`src/rtl/digit_glyph_reader_pkg.sv`:
```
// Shared definitions for the digit glyph reader: window geometry, the FSM
// state encoding and the digit template used to judge every pixel sample.
package digit_glyph_pkg;

    localparam int         GLYPH_W    = 5;
    localparam int         GLYPH_H    = 8;
    localparam int         GLYPH_PIX  = 40;
    localparam int         NUM_DIGITS = 10;
    localparam logic [3:0] DIGIT_NONE = 4'hF;

    typedef enum logic [1:0] {
        S_IDLE    = 2'd0,
        S_COLLECT = 2'd1,
        S_DONE    = 2'd2
    } state_t;

    // Template pixel of digit n at window cell (c, r). Mirrors the digit
    // renderer's segment geometry, including its irregular strokes.
    function automatic logic glyph_px(input logic [3:0] n,
                                      input logic [2:0] c,
                                      input logic [2:0] r);
        logic top_bar;
        logic mid_bar;
        logic bot_bar;
        logic left_col;
        logic right_col;
        logic on;
        top_bar   = (r == 3'd0) || (r == 3'd1);
        mid_bar   = (r == 3'd3) || (r == 3'd4);
        bot_bar   = (r == 3'd6) || (r == 3'd7);
        left_col  = (c == 3'd0) || (c == 3'd1);
        right_col = (c == 3'd3) || (c == 3'd4);
        case (n)
            4'd0: on = top_bar || bot_bar || left_col || right_col;
            4'd1: on = right_col;
            4'd2: on = top_bar || mid_bar || bot_bar
                       || (right_col && r == 3'd2) || (left_col && r == 3'd5);
            // the middle bar of 3 starts one column in
            4'd3: on = top_bar || bot_bar || (mid_bar && c != 3'd0) || right_col;
            4'd4: on = mid_bar || (left_col && r <= 3'd4) || right_col;
            4'd5: on = top_bar || mid_bar || bot_bar
                       || (left_col && r == 3'd2) || (right_col && r == 3'd5);
            4'd6: on = top_bar || mid_bar || bot_bar
                       || (left_col && (r == 3'd2 || r == 3'd5))
                       || (right_col && r == 3'd5);
            4'd7: on = top_bar || right_col;
            4'd8: on = top_bar || mid_bar || bot_bar || left_col || right_col;
            4'd9: on = top_bar || mid_bar || bot_bar
                       || (left_col && r <= 3'd4) || right_col;
            default: on = 1'b0;
        endcase
        return on;
    endfunction

endpackage

```
`src/rtl/digit_glyph_reader_if.sv`:
```
// Pixel stream in, digit result out.
// Stream semantics: pix_x/pix_y/pix_on are consumed on every clk edge where
// pix_valid is high; there is no ready, the reader always accepts. The result
// side is a one-cycle digit_valid strobe with digit/digit_ok held afterwards.
interface digit_glyph_reader_if;
    logic       frame_start;
    logic       pix_valid;
    logic [6:0] pix_x;
    logic [5:0] pix_y;
    logic       pix_on;
    logic       busy;
    logic       digit_valid;
    logic       digit_ok;
    logic [3:0] digit;

    modport master (
        output frame_start, pix_valid, pix_x, pix_y, pix_on,
        input  busy, digit_valid, digit_ok, digit
    );

    modport slave (
        input  frame_start, pix_valid, pix_x, pix_y, pix_on,
        output busy, digit_valid, digit_ok, digit
    );
endinterface

```
`src/rtl/digit_candidate_tracker.sv`:
```
// Tracks which digits still agree with the samples seen in the current
// window and encodes the verdict. Optional feature macro:
// DIGIT_READER_TOLERANCE_EN swaps the exact-match mask for per-digit
// saturating mismatch counters judged against MAX_ERR.
module digit_candidate_tracker
    import digit_glyph_pkg::*;
#(
    parameter int MAX_ERR = 2
) (
    input  logic       clk,
    input  logic       rst,
    input  logic       start,    // sample opens a fresh window
    input  logic       step,     // sample continues the current window
    input  logic       clear,    // window ended without a new sample
    input  logic       pix_on,
    input  logic [2:0] cell_c,
    input  logic [2:0] cell_r,
    output logic       result_ok,
    output logic [3:0] result_digit
);

    logic [NUM_DIGITS-1:0] mism;

    // Per-digit disagreement between the sample and the template
    always_comb begin
        mism = '0;
        for (int n = 0; n < NUM_DIGITS; n++) begin
            mism[n] = (pix_on != glyph_px(4'(n), cell_c, cell_r));
        end
    end

`ifdef DIGIT_READER_TOLERANCE_EN

    localparam logic [5:0] ERR_LIMIT = 6'(MAX_ERR);

    logic [5:0] err [NUM_DIGITS];
    logic [5:0] best;
    logic [3:0] best_idx;
    logic       tie;

    // Saturating mismatch counters, one per digit
    always_ff @(posedge clk or posedge rst) begin
        if (rst) begin
            for (int n = 0; n < NUM_DIGITS; n++) err[n] <= '0;
        end else begin
            for (int n = 0; n < NUM_DIGITS; n++) begin
                if (start) begin
                    err[n] <= {5'd0, mism[n]};
                end else if (step) begin
                    if (err[n] != 6'h3F) err[n] <= err[n] + {5'd0, mism[n]};
                end else if (clear) begin
                    err[n] <= '0;
                end
            end
        end
    end

    // Unique minimum within the limit wins; ties are rejected
    always_comb begin
        best     = 6'h3F;
        best_idx = DIGIT_NONE;
        tie      = 1'b0;
        for (int n = 0; n < NUM_DIGITS; n++) begin
            if (err[n] < best) begin
                best     = err[n];
                best_idx = 4'(n);
                tie      = 1'b0;
            end else if (err[n] == best) begin
                tie = 1'b1;
            end
        end
        result_ok    = !tie && (best <= ERR_LIMIT);
        result_digit = result_ok ? best_idx : DIGIT_NONE;
    end

`else

    logic [NUM_DIGITS-1:0] mask;
    logic [3:0]            hits;
    logic [3:0]            hit_idx;

    // Candidate mask: a digit survives only while every sample matched it
    always_ff @(posedge clk or posedge rst) begin
        if (rst) begin
            mask <= '1;
        end else if (start) begin
            mask <= ~mism;
        end else if (step) begin
            mask <= mask & ~mism;
        end else if (clear) begin
            mask <= '1;
        end
    end

    // Exactly one surviving candidate is a recognised digit
    always_comb begin
        hits    = '0;
        hit_idx = DIGIT_NONE;
        for (int n = 0; n < NUM_DIGITS; n++) begin
            if (mask[n]) begin
                hits    = hits + 4'd1;
                hit_idx = 4'(n);
            end
        end
        result_ok    = (hits == 4'd1);
        result_digit = result_ok ? hit_idx : DIGIT_NONE;
    end

`endif

endmodule

```
`src/rtl/digit_glyph_reader.sv`:
```
// Reads back the single digit drawn in a 5x8 cell of the 96x64 raster.
// Window selection and the IDLE/COLLECT/DONE sequencing live here; the
// per-digit bookkeeping is in digit_candidate_tracker.
// Optional feature macro: DIGIT_READER_TOLERANCE_EN (mismatch tolerance).
module digit_glyph_reader
    import digit_glyph_pkg::*;
#(
    parameter int X       = 0,
    parameter int Y       = 0,
    parameter int MAX_ERR = 2
) (
    input  logic                   clk,
    input  logic                   reset,
    digit_glyph_reader_if.slave    bus,
    output state_t                 fsm_state
);

    // The glyph itself sits 3 pixels into its cell in both directions
    localparam int X_LO = X + 3;
    localparam int Y_LO = Y + 3;

    state_t     state;
    logic [5:0] count;
    logic       in_win;
    logic       take;
    logic [2:0] cell_c;
    logic [2:0] cell_r;
    logic       trk_start;
    logic       trk_step;
    logic       trk_clear;
    logic       res_ok;
    logic [3:0] res_digit;

    // Widened compares so a cell at the raster edge cannot wrap
    assign in_win = ({1'b0, bus.pix_x} >= 8'(X_LO))
                 && ({1'b0, bus.pix_x} <  8'(X_LO + GLYPH_W))
                 && ({1'b0, bus.pix_y} >= 7'(Y_LO))
                 && ({1'b0, bus.pix_y} <  7'(Y_LO + GLYPH_H));
    assign take   = bus.pix_valid && in_win;
    assign cell_c = 3'(bus.pix_x - 7'(X_LO));
    assign cell_r = 3'(bus.pix_y - 6'(Y_LO));

    // A sample outside COLLECT, or one riding on frame_start, opens a window
    assign trk_start = take && ((state != S_COLLECT) || bus.frame_start);
    assign trk_step  = take && (state == S_COLLECT) && !bus.frame_start;
    assign trk_clear = !take && ((state == S_DONE)
                              || ((state == S_COLLECT) && bus.frame_start));

    digit_candidate_tracker #(
        .MAX_ERR (MAX_ERR)
    ) u_tracker (
        .clk          (clk),
        .rst          (reset),
        .start        (trk_start),
        .step         (trk_step),
        .clear        (trk_clear),
        .pix_on       (bus.pix_on),
        .cell_c       (cell_c),
        .cell_r       (cell_r),
        .result_ok    (res_ok),
        .result_digit (res_digit)
    );

    // Window sequencing with registered status and result outputs
    always_ff @(posedge clk or posedge reset) begin
        if (reset) begin
            state           <= S_IDLE;
            count           <= '0;
            bus.busy        <= 1'b0;
            bus.digit_valid <= 1'b0;
            bus.digit_ok    <= 1'b0;
            bus.digit       <= DIGIT_NONE;
        end else begin
            bus.digit_valid <= 1'b0;
            case (state)
                S_IDLE: begin
                    if (take) begin
                        state    <= S_COLLECT;
                        count    <= 6'd1;
                        bus.busy <= 1'b1;
                    end
                end
                S_COLLECT: begin
                    if (bus.frame_start) begin
                        // abandon the window; a concurrent sample restarts it
                        if (take) begin
                            count <= 6'd1;
                        end else begin
                            state    <= S_IDLE;
                            count    <= '0;
                            bus.busy <= 1'b0;
                        end
                    end else if (take) begin
                        count <= count + 6'd1;
                        if (count == 6'(GLYPH_PIX - 1)) begin
                            state    <= S_DONE;
                            bus.busy <= 1'b0;
                        end
                    end
                end
                S_DONE: begin
                    bus.digit_valid <= 1'b1;
                    bus.digit_ok    <= res_ok;
                    bus.digit       <= res_digit;
                    // behave as IDLE so back-to-back frames lose no sample
                    if (take) begin
                        state    <= S_COLLECT;
                        count    <= 6'd1;
                        bus.busy <= 1'b1;
                    end else begin
                        state <= S_IDLE;
                        count <= '0;
                    end
                end
                default: begin
                    state    <= S_IDLE;
                    count    <= '0;
                    bus.busy <= 1'b0;
                end
            endcase
        end
    end

    assign fsm_state = state;

endmodule

```
`src/flat_wrapper.sv`:
```
// flat-port wrapper written by rule: the top's interface ports become plain ports
module digit_glyph_reader_flat import digit_glyph_pkg::*;
#(
    parameter int X       = 0,
    parameter int Y       = 0,
    parameter int MAX_ERR = 2
)
  (clk, reset, fsm_state, bus_frame_start, bus_pix_valid, bus_pix_x, bus_pix_y, bus_pix_on, bus_busy, bus_digit_valid, bus_digit_ok, bus_digit);
  digit_glyph_reader_if bus_i ();
  input  logic clk;
  input  logic reset;
  output state_t fsm_state;
  input wire logic [$bits(bus_i.frame_start)-1:0] bus_frame_start;
  input wire logic [$bits(bus_i.pix_valid)-1:0] bus_pix_valid;
  input wire logic [$bits(bus_i.pix_x)-1:0] bus_pix_x;
  input wire logic [$bits(bus_i.pix_y)-1:0] bus_pix_y;
  input wire logic [$bits(bus_i.pix_on)-1:0] bus_pix_on;
  output wire logic [$bits(bus_i.busy)-1:0] bus_busy;
  output wire logic [$bits(bus_i.digit_valid)-1:0] bus_digit_valid;
  output wire logic [$bits(bus_i.digit_ok)-1:0] bus_digit_ok;
  output wire logic [$bits(bus_i.digit)-1:0] bus_digit;
  assign bus_i.frame_start = bus_frame_start;
  assign bus_i.pix_valid = bus_pix_valid;
  assign bus_i.pix_x = bus_pix_x;
  assign bus_i.pix_y = bus_pix_y;
  assign bus_i.pix_on = bus_pix_on;
  assign bus_busy = bus_i.busy;
  assign bus_digit_valid = bus_i.digit_valid;
  assign bus_digit_ok = bus_i.digit_ok;
  assign bus_digit = bus_i.digit;
  digit_glyph_reader #(.X(X), .Y(Y), .MAX_ERR(MAX_ERR)) u_core (.clk(clk), .reset(reset), .bus(bus_i), .fsm_state(fsm_state));
endmodule
```
`config.mk`:
```
export PLATFORM = sky130hd
export DESIGN_NAME = digit_glyph_reader_flat
export DESIGN_NICKNAME = d
export VERILOG_FILES = /design/src/rtl/digit_glyph_reader_pkg.sv /design/src/rtl/digit_glyph_reader_if.sv /design/src/rtl/digit_candidate_tracker.sv /design/src/rtl/digit_glyph_reader.sv /design/src/flat_wrapper.sv
export SDC_FILE = /design/constraint.sdc
export NUM_CORES = 1
export LEC_CHECK = 0
export CORE_MARGIN = 4
export CORE_UTILIZATION = 50
export CTS_BUF_LIST = sky130_fd_sc_hd__clkbuf_4
export DETAILED_ROUTE_END_ITERATION = 8
export GPL_TIMING_DRIVEN = 0
export PLACE_DENSITY_LB_ADDON = 0.25
export SETUP_SLACK_MARGIN = 0.2
export SYNTH_ARGS = -nofsm -noshare
export SYNTH_HDL_FRONTEND = slang
export SYNTH_SLANG_ARGS = --single-unit
```
`constraint.sdc`:
```
create_clock -name clk -period 7.65 [get_ports clk]
set_input_delay 1.1475 -clock clk [delete_from_list [all_inputs] [get_ports clk]]
set_output_delay 1.1475 -clock clk [all_outputs]
set_load 0.05 [all_outputs]
```
==> metrics.json, run 1 <==
{
  "cts.repair.resized": {"value": 0},
  "finalMaxSlewViolations": {"value": 0},
  "min_period": {"value": 6.46, "unit": "ns"},
  "critPathRequiredTime": {"value": 7.92, "unit": "ns"},
  "drt_pre_antenna_iters": {"value": 4},
  "tns": {"value": 0, "unit": "ns"},
  "wl_per_cell": {"value": 13.1, "unit": "um"},
  "synth_nets": {"value": 310},
  "io_pins": {"value": 27},
  "holdBufCountCts": {"value": 0},
  "drive_above_1_share": {"value": 0.138},
  "grt_max_degree": {"value": 26},
  "yosysSeqAreaShare": {"value": 0.271},
  "report.final.setup_viol": {"value": 0},
  "numPortBuffers": {"value": 23},
  "final_antenna_net_count": {"value": 0},
  "synth_area_leader_cell": {"value": "sky130_fd_sc_hd__dfstp_2"},
  "dp_hpwl": {"value": 3560, "unit": "um"},
  "slew_headroom": {"value": 0.364},
  "most_common_cell_after_layout_fill_and_taps_aside": {"value": "sky130_fd_sc_hd__nor2_1"},
  "synth_enable_flop_cells": {"value": 0},
  "clockBufferDepth": {"value": 2},
  "postSynthRegisterBits": {"value": 25},
  "cap_viol_max_count": {"value": 0},
  "synth_cell_type_count": {"value": 64},
  "syn-cell-area": {"value": 2380, "unit": "sq um"},
  "via_count": {"value": 2029},
  "cts_max_level": {"value": 1},
  "worst-endpoint-arrival": {"value": 6.72, "unit": "ns"},
  "worst-r2r-cell-count": {"value": 26},
  "die_w": {"value": 77.0, "unit": "um"},
  "overall_global_routing_usage": {"value": 0.159},
  "synth_warnings": {"value": 0},
  "hold-path-cell-count": {"value": 1},
  "syn-mean-instance-area": {"value": 8.55, "unit": "sq um"},
  "clkSinkCount": {"value": 25},
  "timing_hold_violations_final": {"value": 0},
  "clk_transition_reported_paths": {"value": 0.15, "unit": "ns"},
  "root_buffer": {"value": "sky130_fd_sc_hd__clkbuf_4"},
  "clk_latency": {"value": 0.32, "unit": "ns"},
  "synth_top_cells_by_area": {"value": "sky130_fd_sc_hd__dfstp_2 15%, sky130_fd_sc_hd__dfrtp_1 12%, sky130_fd_sc_hd__ha_1 7.4%"},
  "cts_inserted_buffers": {"value": 3},
  "floorplan.die.height": {"value": 77.0, "unit": "um"},
  "postSynthCellCount": {"value": 278},
  "post_drt_via_cell_ratio": {"value": 5.68},
  "number_of_antenna_violations_at_the_first_check_in_global_routing": {"value": 0},
  "floorplan.initialDensity": {"value": 0.531},
  "worst_pin_slew": {"value": 0.953, "unit": "ns"},
  "gpl.final_weighted_congestion": {"value": 0.826},
  "async_reset_ff_frac": {"value": 1.00},
  "grt_setup_unrepaired": {"value": "no"},
  "final_min_period_over_clock_period": {"value": 0.844},
  "max_freq": {"value": 155, "unit": "MHz"},
  "crit_fanout": {"value": 6},
  "routed_wirelength": {"value": 4690, "unit": "um"},
  "tritoncts": {"value": "done"},
  "hold_path.class": {"value": "reg2reg"},
  "setup.worst_path.end_class": {"value": "register"},
  "row_count": {"value": 24},
  "global_route_wire_length_before_repair": {"value": 8050, "unit": "um"},
  "post-cts-setup-buffer-count": {"value": 0},
  "antenna_diodes": {"value": 0},
  "detailedRoute.firstIterationViolations": {"value": 87},
  "status": {"value": "completed"},
  "areaGrowthSynthToFinish": {"value": 13.7, "unit": "%"},
  "placeableCoreArea": {"value": 4470, "unit": "sq um"},
  "yosys_most_used_dff": {"value": "sky130_fd_sc_hd__dfstp_2"},
  "finalNetCount": {"value": 338},
  "fp.dieArea": {"value": 5920, "unit": "sq um"},
  "startpoint_to_endpoint_class_of_the_critical_path": {"value": "reg2reg"},
  "synth_largest_type_area_fraction": {"value": 0.155},
  "most-common-layout-cells": {"value": "31 x sky130_fd_sc_hd__nor2_1, 29 x sky130_fd_sc_hd__nand2_1, 24 x sky130_fd_sc_hd__a21oi_1"},
  "fillerInstances": {"value": 399},
  "drc_errors": {"value": 0},
  "critical_path.startpoint_type": {"value": "register"},
  "global_route.overflow_total": {"value": 0},
  "first_global_vias": {"value": 1771},
  "worst_setup_skew_after_layout": {"value": 0.0111, "unit": "ns"}
}
registers in the layout, indices dropped and copies added, names as in the netlist:
signal / count
u_core.bus.digit_ok: 1
u_core.bus.digit: 4
u_core.bus.digit_valid: 1
u_core.count: 6
u_core.u_tracker.mask: 10
u_core.fsm_state: 2
u_core.bus.busy: 1
layer usage:
metal  global-route usage  vias to the layer above  wire (um)
met5                    0                        -          0
met4               0.0272                        0         19
met3               0.0152                        2        114
met2                0.282                       26       2260
met1                0.211                      953       2300
li1                     -                     1048          -
cell usage after synthesis, types with 2 or more instances:
master,number
sky130_fd_sc_hd__ha_1,14
sky130_fd_sc_hd__o21ai_0,13
sky130_fd_sc_hd__xor2_1,14
sky130_fd_sc_hd__clkbuf_1,8
sky130_fd_sc_hd__nor2_1,31
sky130_fd_sc_hd__a21oi_1,24
sky130_fd_sc_hd__a2bb2oi_1,2
sky130_fd_sc_hd__o32a_1,4
sky130_fd_sc_hd__nor2b_1,2
sky130_fd_sc_hd__nor3_1,7
sky130_fd_sc_hd__a31oi_1,2
sky130_fd_sc_hd__nand2_1,29
sky130_fd_sc_hd__o211ai_1,3
sky130_fd_sc_hd__xnor2_1,13
sky130_fd_sc_hd__inv_1,10
sky130_fd_sc_hd__nand3_1,9
sky130_fd_sc_hd__nand3b_1,4
sky130_fd_sc_hd__nand4_1,2
sky130_fd_sc_hd__a2111oi_0,2
sky130_fd_sc_hd__mux2i_1,3
sky130_fd_sc_hd__nor3b_1,3
sky130_fd_sc_hd__or2_2,3
sky130_fd_sc_hd__mux2_2,3
sky130_fd_sc_hd__dfrtp_1,11
sky130_fd_sc_hd__and2_1,2
sky130_fd_sc_hd__buf_1,2
sky130_fd_sc_hd__dfstp_2,14
sky130_fd_sc_hd__clkbuf_8,4
sky130_fd_sc_hd__nand2b_1,2
sky130_fd_sc_hd__o22ai_1,4
final timing paths:
path,from,endpoint,slack [ns]
max reg2reg,u_core.u_tracker.mask[0],u_core.bus.digit[0],1.19
max,u_core.u_tracker.mask[0],u_core.bus.digit[0],1.19
min in group asynchronous,reset,u_core.fsm_state[0],1.32
min,u_core.bus.digit[3],u_core.bus.digit[3],0.53
max in group asynchronous,reset,u_core.count[0],5.75
min reg2reg,u_core.bus.digit[3],u_core.bus.digit[3],0.53
critical path: stages, from the launching register on:
cell and delay, ns:
sky130_fd_sc_hd__dfstp_2 0.58, sky130_fd_sc_hd__inv_1 0.05, sky130_fd_sc_hd__ha_1 0.44, sky130_fd_sc_hd__xor2_4 0.24, sky130_fd_sc_hd__ha_1 0.29, sky130_fd_sc_hd__mux2_2 0.31, sky130_fd_sc_hd__ha_1 0.29, sky130_fd_sc_hd__nand2b_1 0.16
sky130_fd_sc_hd__o21a_1 0.10, sky130_fd_sc_hd__ha_1 0.26, sky130_fd_sc_hd__mux2_2 0.27, sky130_fd_sc_hd__o31ai_2 0.11, sky130_fd_sc_hd__inv_1 0.08, sky130_fd_sc_hd__ha_1 0.30, sky130_fd_sc_hd__nand2_1 0.08, sky130_fd_sc_hd__o21ai_0 0.08
sky130_fd_sc_hd__ha_1 0.28, sky130_fd_sc_hd__inv_1 0.03, sky130_fd_sc_hd__a221oi_1 0.64, sky130_fd_sc_hd__ha_1 0.39, sky130_fd_sc_hd__mux2_2 0.28, sky130_fd_sc_hd__ha_1 0.20, sky130_fd_sc_hd__mux2i_1 0.12, sky130_fd_sc_hd__a21oi_1 0.09
sky130_fd_sc_hd__o211ai_2 0.16, sky130_fd_sc_hd__o311ai_2 0.19, sky130_fd_sc_hd__o32a_1 0.38
final cells by class:
class / count / area, sq um / share of cell area
well taps: 52 / 65.1 / 0.0241
clock buffers: 3 / 22.5 / 0.00833
clock inverters: 1 / 7.51 / 0.00278
flip-flops and latches: 25 / 643 / 0.238
repair buffers: 23 / 230 / 0.0852
inverters: 10 / 37.5 / 0.0139
plain buffers: 18 / 125 / 0.0463
multi-input cells: 225 / 1570 / 0.581
through the flow:
stage | util | hold WS (ns) | instances | area [sq um] | setup WS (ns)
after CTS | 0.604 | 0.525 | 357 | 2700 | 1.19
final | 0.604 | 0.525 | 357 | 2700 | 1.19
after detailed placement | 0.597 | 0.504 | 353 | 2670 | 1.21
after floorplan | - | 0.490 | 278 | 2380 | 1.66
after global routing | 0.604 | 0.534 | 357 | 2700 | 0.843
after global placement | 0.597 | 0.506 | 353 | 2670 | 1.23
cell families (layout without fill, tap and decap cells):
logic type,Yosys count,in the layout,synth area share
AOI/OAI and AO/OA,71,71,0.205
xor gates and xnor gates,32,32,0.148
adders and majority gates,14,14,0.0737
buffers and inverters,28,55,0.0684
DFF,25,25,0.271
muxes,6,6,0.0268
and+or+nand+nor,102,102,0.207
Power of run 1 is not shown: default switching activity piles up to over one toggle a cycle in this logic, so the estimate is an artifact.
==> run 2, diff against run 1 <==
==> constraint.sdc (replaced) <==
create_clock -name clk -period 5.3 [get_ports clk]
set_input_delay 0.795 -clock clk [delete_from_list [all_inputs] [get_ports clk]]
set_output_delay 0.795 -clock clk [all_outputs]
set_load 0.05 [all_outputs]
==> run 2 against run 1 <==
Compared with the run above:
- the flow now finishes with violations (negative setup slack)
- design area grew 9.5%
- count of clock-buffer cells in the layout did not move
- maximum frequency up 20%
- worst setup slack worse by 1.3 ns
- die area is the same
- routed wire length up 8.8%
- critical path depth unchanged
- final cell count is 3.6% higher
- flip-flop and latch count unchanged
- hold slack improved by 0.00087 ns
- clock skew is 0.0046 ns higher
- critical path type unchanged
- highest routed layer unchanged
==> metrics.json, run 2 (same netlist as run 1, synthesis figures left out) <==
{
  "status": {"value": "finished, violations left"},
  "violations": {"value": "negative setup slack"},
  "worst-r2r-cell-count": {"value": 26},
  "grt_setup_unrepaired": {"value": "yes"},
  "worst_pin_slew": {"value": 0.930, "unit": "ns"},
  "overall_global_routing_usage": {"value": 0.177},
  "cts_max_level": {"value": 1},
  "clockBufferDepth": {"value": 2},
  "worst-endpoint-arrival": {"value": 5.63, "unit": "ns"},
  "floorplan.initialDensity": {"value": 0.531},
  "final_antenna_net_count": {"value": 0},
  "worst_slack": {"value": -0.0729, "unit": "ns"},
  "clk_latency": {"value": 0.31, "unit": "ns"},
  "finalMaxSlewViolations": {"value": 0},
  "die_w": {"value": 77.0, "unit": "um"},
  "most_common_cell_after_layout_fill_and_taps_aside": {"value": "sky130_fd_sc_hd__nor2_1"},
  "number_of_antenna_violations_at_the_first_check_in_global_routing": {"value": 0},
  "dp_hpwl": {"value": 3750, "unit": "um"},
  "tritoncts": {"value": "done"},
  "via_count": {"value": 2101},
  "r2r_start": {"value": "u_core.u_tracker.mask[1]"},
  "max_freq": {"value": 186, "unit": "MHz"},
  "place.detailed.instances": {"value": 353},
  "hold-path-cell-count": {"value": 1},
  "worst_setup_skew_after_layout": {"value": 0.0157, "unit": "ns"},
  "slew_headroom": {"value": 0.379},
  "post_drt_via_cell_ratio": {"value": 5.68},
  "io_pins": {"value": 27},
  "fp.dieArea": {"value": 5920, "unit": "sq um"},
  "post_layout_nonfiller_instances": {"value": 370},
  "clkSinkCount": {"value": 25},
  "critical_path.most_common_cell": {"value": "sky130_fd_sc_hd__ha_4"},
  "final_min_period_over_clock_period": {"value": 1.01},
  "r2r_slack": {"value": -0.07, "unit": "ns"},
  "reg.largest.list": {"value": "u_core.u_tracker.mask (10), u_core.count (6), u_core.bus.digit (4)"},
  "areaGrowthSynthToFinish": {"value": 24.5, "unit": "%"},
  "global_route_wire_length_before_repair": {"value": 8930, "unit": "um"},
  "placeableCoreArea": {"value": 4470, "unit": "sq um"},
  "drt_pre_antenna_iters": {"value": 4},
  "registers.top_by_ff_count": {"value": "u_core.u_tracker.mask"},
  "global_route.overflow_total": {"value": 0},
  "drc_errors": {"value": 0},
  "routed_wirelength": {"value": 5100, "unit": "um"},
  "critical-path-slowest-cell": {"value": "sky130_fd_sc_hd__dfstp_2"},
  "root_buffer": {"value": "sky130_fd_sc_hd__clkbuf_4"},
  "hp-start": {"value": "u_core.bus.digit[2]"},
  "report.final.setup_viol": {"value": 4},
  "numPortBuffers": {"value": 23},
  "whs_endpoint": {"value": "u_core.bus.digit[2]"},
  "cap_viol_max_count": {"value": 0},
  "startpoint_to_endpoint_class_of_the_critical_path": {"value": "reg2reg"},
  "wl_per_cell": {"value": 13.8, "unit": "um"},
  "drive_above_1_share": {"value": 0.230},
  "clk_transition_reported_paths": {"value": 0.14, "unit": "ns"},
  "critical_path.startpoint_type": {"value": "register"},
  "finalNetCount": {"value": 351},
  "regToRegEndpoint": {"value": "u_core.bus.digit[1]"},
  "antenna_diodes": {"value": 0},
  "grt_max_degree": {"value": 26},
  "floorplan.die.height": {"value": 77.0, "unit": "um"},
  "longest_individual_stage_delay_on_the_worst_path": {"value": 0.57, "unit": "ns"},
  "critPathRequiredTime": {"value": 5.56, "unit": "ns"},
  "hold_path.class": {"value": "reg2reg"},
  "timing_hold_violations_final": {"value": 0},
  "gpl.final_weighted_congestion": {"value": 0.834},
  "setup.worst_path.end_class": {"value": "register"},
  "cts_inserted_buffers": {"value": 3},
  "largest_register_ff_count": {"value": 10},
  "min_period": {"value": 5.37, "unit": "ns"},
  "detailedRoute.firstIterationViolations": {"value": 81},
  "row_count": {"value": 24},
  "crit_fanout": {"value": 5},
  "first_global_vias": {"value": 2035},
  "most-common-layout-cells": {"value": "31 x sky130_fd_sc_hd__nor2_1, 28 x sky130_fd_sc_hd__nand2_1, 23 x sky130_fd_sc_hd__clkdlybuf4s50_1"}
}
[run 2: cell count changes in the layout (fill, tap and decap cells not counted), moves of 2 or more]
cell	before	now
sky130_fd_sc_hd__a21oi_1	24	22
sky130_fd_sc_hd__a21oi_2	1	3
sky130_fd_sc_hd__buf_4	1	14
sky130_fd_sc_hd__ha_1	14	8
sky130_fd_sc_hd__ha_4	0	6
sky130_fd_sc_hd__inv_1	10	6
sky130_fd_sc_hd__inv_2	0	4
sky130_fd_sc_hd__mux2_2	3	0
sky130_fd_sc_hd__mux2_4	0	3
[run 2: worst max path at each step]
stage	from	end	cells past startpoint
6_report	u_core.u_tracker.mask[1]	u_core.bus.digit[1]	26
4_1_cts	u_core.u_tracker.mask[1]	u_core.bus.digit[1]	26
3_5_place_dp	u_core.u_tracker.mask[0]	u_core.bus.digit[1]	26
3_3_place_gp	u_core.u_tracker.mask[0]	u_core.bus.digit[1]	26
2_1_floorplan	u_core.u_tracker.mask[0]	u_core.bus.digit[1]	26
5_1_grt	u_core.u_tracker.mask[1]	u_core.bus.digit[1]	26
[run 2: routing by layer]
layer  GRT usage  wire, um
met2       0.327      2560
met4      0.0380        53
met1       0.220      2360
met5           0         0
met3      0.0176       127
[run 2: layout make-up]
| cell class | count | area, sq um |
|---|---|---|
| well taps | 52 | 65.1 |
| fillers | 374 | 1510 |
| clock inverters | 1 | 5.00 |
| flip-flops and latches | 25 | 643 |
| inverters | 10 | 37.5 |
| clock buffers | 3 | 22.5 |
| repair buffers | 36 | 328 |
| multi-input cells | 225 | 1730 |
| plain buffers | 18 | 125 |
[run 2: per-stage QoR]
step / TNS [ns] / instance area (sq um) / utilization / setup WS, ns / hold slack, ns
finish: -0.157 / 2960 / 0.662 / -0.0729 / 0.526
global route: -1.53 / 2960 / 0.662 / -0.342 / 0.549
CTS: -0.181 / 2920 / 0.652 / -0.0773 / 0.530
detailed placement: -2.42 / 2780 / 0.621 / -0.554 / 0.509
global placement: -2.05 / 2780 / 0.621 / -0.475 / 0.505
floorplan: -0.809 / 2480 / - / -0.230 / 0.497
[run 2: repair_timing]
item | 4_1_cts | 5_1_grt
buffers inserted | 11 | 2
pin swaps | 12 | 7
endpoints found under the setup margin | 5 | 5
resized for setup | 5 | 5
hold buffers | 0 | 0
[run 2: worst max-delay path, delay by kind of cell (launching register included)]
| family | cells | cell delay (ns) |
|---|---|---|
| DFF | 1 | 0.57 |
| muxes | 4 | 0.97 |
| xor gates and xnor gates | 1 | 0.18 |
| buffers and inverters | 3 | 0.16 |
| adders and majority gates | 8 | 1.92 |
| and+or+nand+nor | 2 | 0.19 |
| AOI/OAI and AO/OA | 8 | 1.34 |
Power of run 2 is left out for the same reason.
==> run 3, diff against run 2 <==
--- a/config.mk
+++ b/config.mk
@@ -5,6 +5,7 @@
 export SDC_FILE = /design/constraint.sdc
 export NUM_CORES = 1
 export LEC_CHECK = 0
+export CORE_ASPECT_RATIO = 1.4
 export CORE_MARGIN = 4
 export CORE_UTILIZATION = 50
 export CTS_BUF_LIST = sky130_fd_sc_hd__clkbuf_4
@@ -15,3 +16,4 @@
 export SYNTH_ARGS = -nofsm -noshare
 export SYNTH_HDL_FRONTEND = slang
 export SYNTH_SLANG_ARGS = --single-unit
+export TNS_END_PERCENT = 100
==> run 3 against run 2 <==
Compared with the run above:
- the flow still finishes with violations (negative setup slack)
- routed wire length up 2.4%
- design area about the same
- clock skew up 0.00095 ns
- via count about the same
- global-route usage up 1.4 points
- non-clock buffer count unchanged
- first-iteration DRC count down 6.2%
- final cell count up 2.7%
- maximum frequency down 1.0%
- sequential share of layout area about the same
- core utilization down 1.5 points
- count of clock-buffer cells in the layout unchanged
- critical path type unchanged
- largest cell class unchanged
- highest routed layer unchanged
==> metrics.json, run 3 (same netlist as run 1, synthesis figures left out) <==
{
  "numPortBuffers": {"value": 23},
  "dp_hpwl": {"value": 3870, "unit": "um"},
  "regToRegEndpoint": {"value": "u_core.bus.digit[1]"},
  "most-common-layout-cells": {"value": "31 x sky130_fd_sc_hd__nor2_1, 28 x sky130_fd_sc_hd__nand2_1, 23 x sky130_fd_sc_hd__a21oi_1, 23 x sky130_fd_sc_hd__clkdlybuf4s50_1"},
  "fp.dieArea": {"value": 5940, "unit": "sq um"},
  "number_of_antenna_violations_at_the_first_check_in_global_routing": {"value": 0},
  "worst_slack": {"value": -0.130, "unit": "ns"},
  "clockBufferDepth": {"value": 2},
  "fillerInstances": {"value": 406},
  "die_w": {"value": 66.3, "unit": "um"},
  "drive_above_1_share": {"value": 0.220},
  "finalMaxSlewViolations": {"value": 0},
  "final_core_utilization": {"value": 0.647},
  "antenna_diodes": {"value": 0},
  "routed_wirelength": {"value": 5230, "unit": "um"},
  "post_drt_via_cell_ratio": {"value": 5.53},
  "root_buffer": {"value": "sky130_fd_sc_hd__clkbuf_4"},
  "detailedRoute.firstIterationViolations": {"value": 76},
  "startpoint_to_endpoint_class_of_the_critical_path": {"value": "reg2reg"},
  "via_count": {"value": 2100},
  "wl_per_cell": {"value": 13.8, "unit": "um"},
  "holdBufCountCts": {"value": 0},
  "slew_headroom": {"value": 0.367},
  "crit_fanout": {"value": 5},
  "fin_worst_hold_slack": {"value": 0.528, "unit": "ns"},
  "report.final.setup_viol": {"value": 4},
  "crit_start": {"value": "u_core.u_tracker.mask[0]"},
  "critical_path.most_common_cell": {"value": "sky130_fd_sc_hd__ha_4"},
  "final_antenna_net_count": {"value": 0},
  "reg.largest.list": {"value": "u_core.u_tracker.mask (10), u_core.count (6), u_core.bus.digit (4)"},
  "drc_errors": {"value": 0},
  "clk_transition_reported_paths": {"value": 0.15, "unit": "ns"},
  "critical_path.startpoint_type": {"value": "register"},
  "drt_pre_antenna_iters": {"value": 4},
  "timing_hold_violations_final": {"value": 0},
  "worst-r2r-cell-count": {"value": 26},
  "violations": {"value": "negative setup slack"},
  "largest_register_ff_count": {"value": 10},
  "tns": {"value": -0.381, "unit": "ns"},
  "max_freq": {"value": 184, "unit": "MHz"},
  "placeableCoreArea": {"value": 4570, "unit": "sq um"},
  "clkSinkCount": {"value": 25},
  "grt_setup_unrepaired": {"value": "yes"},
  "registers.top_by_ff_count": {"value": "u_core.u_tracker.mask"},
  "crit_path_end": {"value": "u_core.bus.digit[1]"},
  "grt_max_degree": {"value": 26},
  "critPathRequiredTime": {"value": 5.59, "unit": "ns"},
  "longest_individual_stage_delay_on_the_worst_path": {"value": 0.58, "unit": "ns"},
  "row_count": {"value": 29},
  "r2r_slack": {"value": -0.13, "unit": "ns"},
  "cts_inserted_buffers": {"value": 3},
  "first_global_vias": {"value": 2082},
  "global_route_wire_length_before_repair": {"value": 9090, "unit": "um"},
  "cts_max_level": {"value": 1},
  "status": {"value": "finished, violations left"},
  "clk_latency": {"value": 0.34, "unit": "ns"},
  "worst-endpoint-arrival": {"value": 5.72, "unit": "ns"},
  "overall_global_routing_usage": {"value": 0.190},
  "final_min_period_over_clock_period": {"value": 1.02},
  "floorplan.die.height": {"value": 89.6, "unit": "um"},
  "hold-path-cell-count": {"value": 1},
  "min_period": {"value": 5.43, "unit": "ns"},
  "pre_cts_ws": {"value": -0.568, "unit": "ns"},
  "most_common_cell_after_layout_fill_and_taps_aside": {"value": "sky130_fd_sc_hd__nor2_1"},
  "r2r_start": {"value": "u_core.u_tracker.mask[0]"},
  "worst_pin_slew": {"value": 0.948, "unit": "ns"},
  "global_route.overflow_total": {"value": 0},
  "tritoncts": {"value": "done"},
  "worst_setup_skew_after_layout": {"value": 0.0166, "unit": "ns"},
  "setup.worst_path.end_class": {"value": "register"},
  "cap_viol_max_count": {"value": 0},
  "io_pins": {"value": 27},
  "finalNetCount": {"value": 351},
  "hold_path.class": {"value": "reg2reg"},
  "areaGrowthSynthToFinish": {"value": 24.4, "unit": "%"},
  "critical-path-slowest-cell": {"value": "sky130_fd_sc_hd__dfstp_2"},
  "floorplan.initialDensity": {"value": 0.520},
  "gpl.final_weighted_congestion": {"value": 0.857}
}
[run 3: timing repair]
| action | in CTS | in global routing |
|---|---|---|
| endpoints found under the setup margin | 5 | 5 |
| gates resized for setup | 5 | 2 |
| setup buffers | 10 | 3 |
| pin swaps | 12 | 10 |
[run 3: worst min-delay path by stage]
stage	slack (ns)	from	end
2_1_floorplan	0.50	u_core.u_tracker.mask[1]	u_core.u_tracker.mask[1]
3_3_place_gp	0.51	u_core.bus.digit[2]	u_core.bus.digit[2]
3_5_place_dp	0.51	u_core.bus.digit[2]	u_core.bus.digit[2]
4_1_cts	0.53	u_core.bus.digit[2]	u_core.bus.digit[2]
5_1_grt	0.54	u_core.bus.digit[2]	u_core.bus.digit[2]
6_report	0.53	u_core.bus.digit[2]	u_core.bus.digit[2]
[run 3: worst max-delay path, delay by kind of cell (launching register included)]
kind	cells	cell delay [ns]
AOI/OAI and AO/OA	8	1.37
muxes	3	0.66
xor gates and xnor gates	2	0.50
and+or+nand+nor	2	0.19
adders and majority gates	7	1.77
DFF	1	0.58
buffers and inverters	4	0.33
[run 3: per-stage QoR]
stage                     cells  instance area (sq um)
after floorplan             278                   2480
after global placement      363                   2790
after detailed placement    363                   2790
after CTS                   377                   2930
after global routing        380                   2960
final                       380                   2960
[run 3: cell type report]
| class | instances | area, sq um | area share |
|---|---|---|---|
| inverter | 10 | 37.5 | 0.0127 |
| sequential | 25 | 643 | 0.217 |
| clock buffer | 3 | 22.5 | 0.00761 |
| clock inverter | 1 | 7.51 | 0.00254 |
| tap | 62 | 77.6 | 0.0262 |
| multi-input combinational | 225 | 1720 | 0.580 |
| buffer | 18 | 125 | 0.0423 |
| timing repair buffer | 36 | 328 | 0.111 |
[run 3: routing by layer]
layer / share of wire / global-route usage / vias to the layer above
met5: 0 / 0 / -
met4: 0.020 / 0.0776 / 0
met3: 0.018 / 0.0149 / 9
met2: 0.55 / 0.369 / 31
met1: 0.41 / 0.210 / 993
li1: - / - / 1067
Power of run 3 is left out for the same reason.
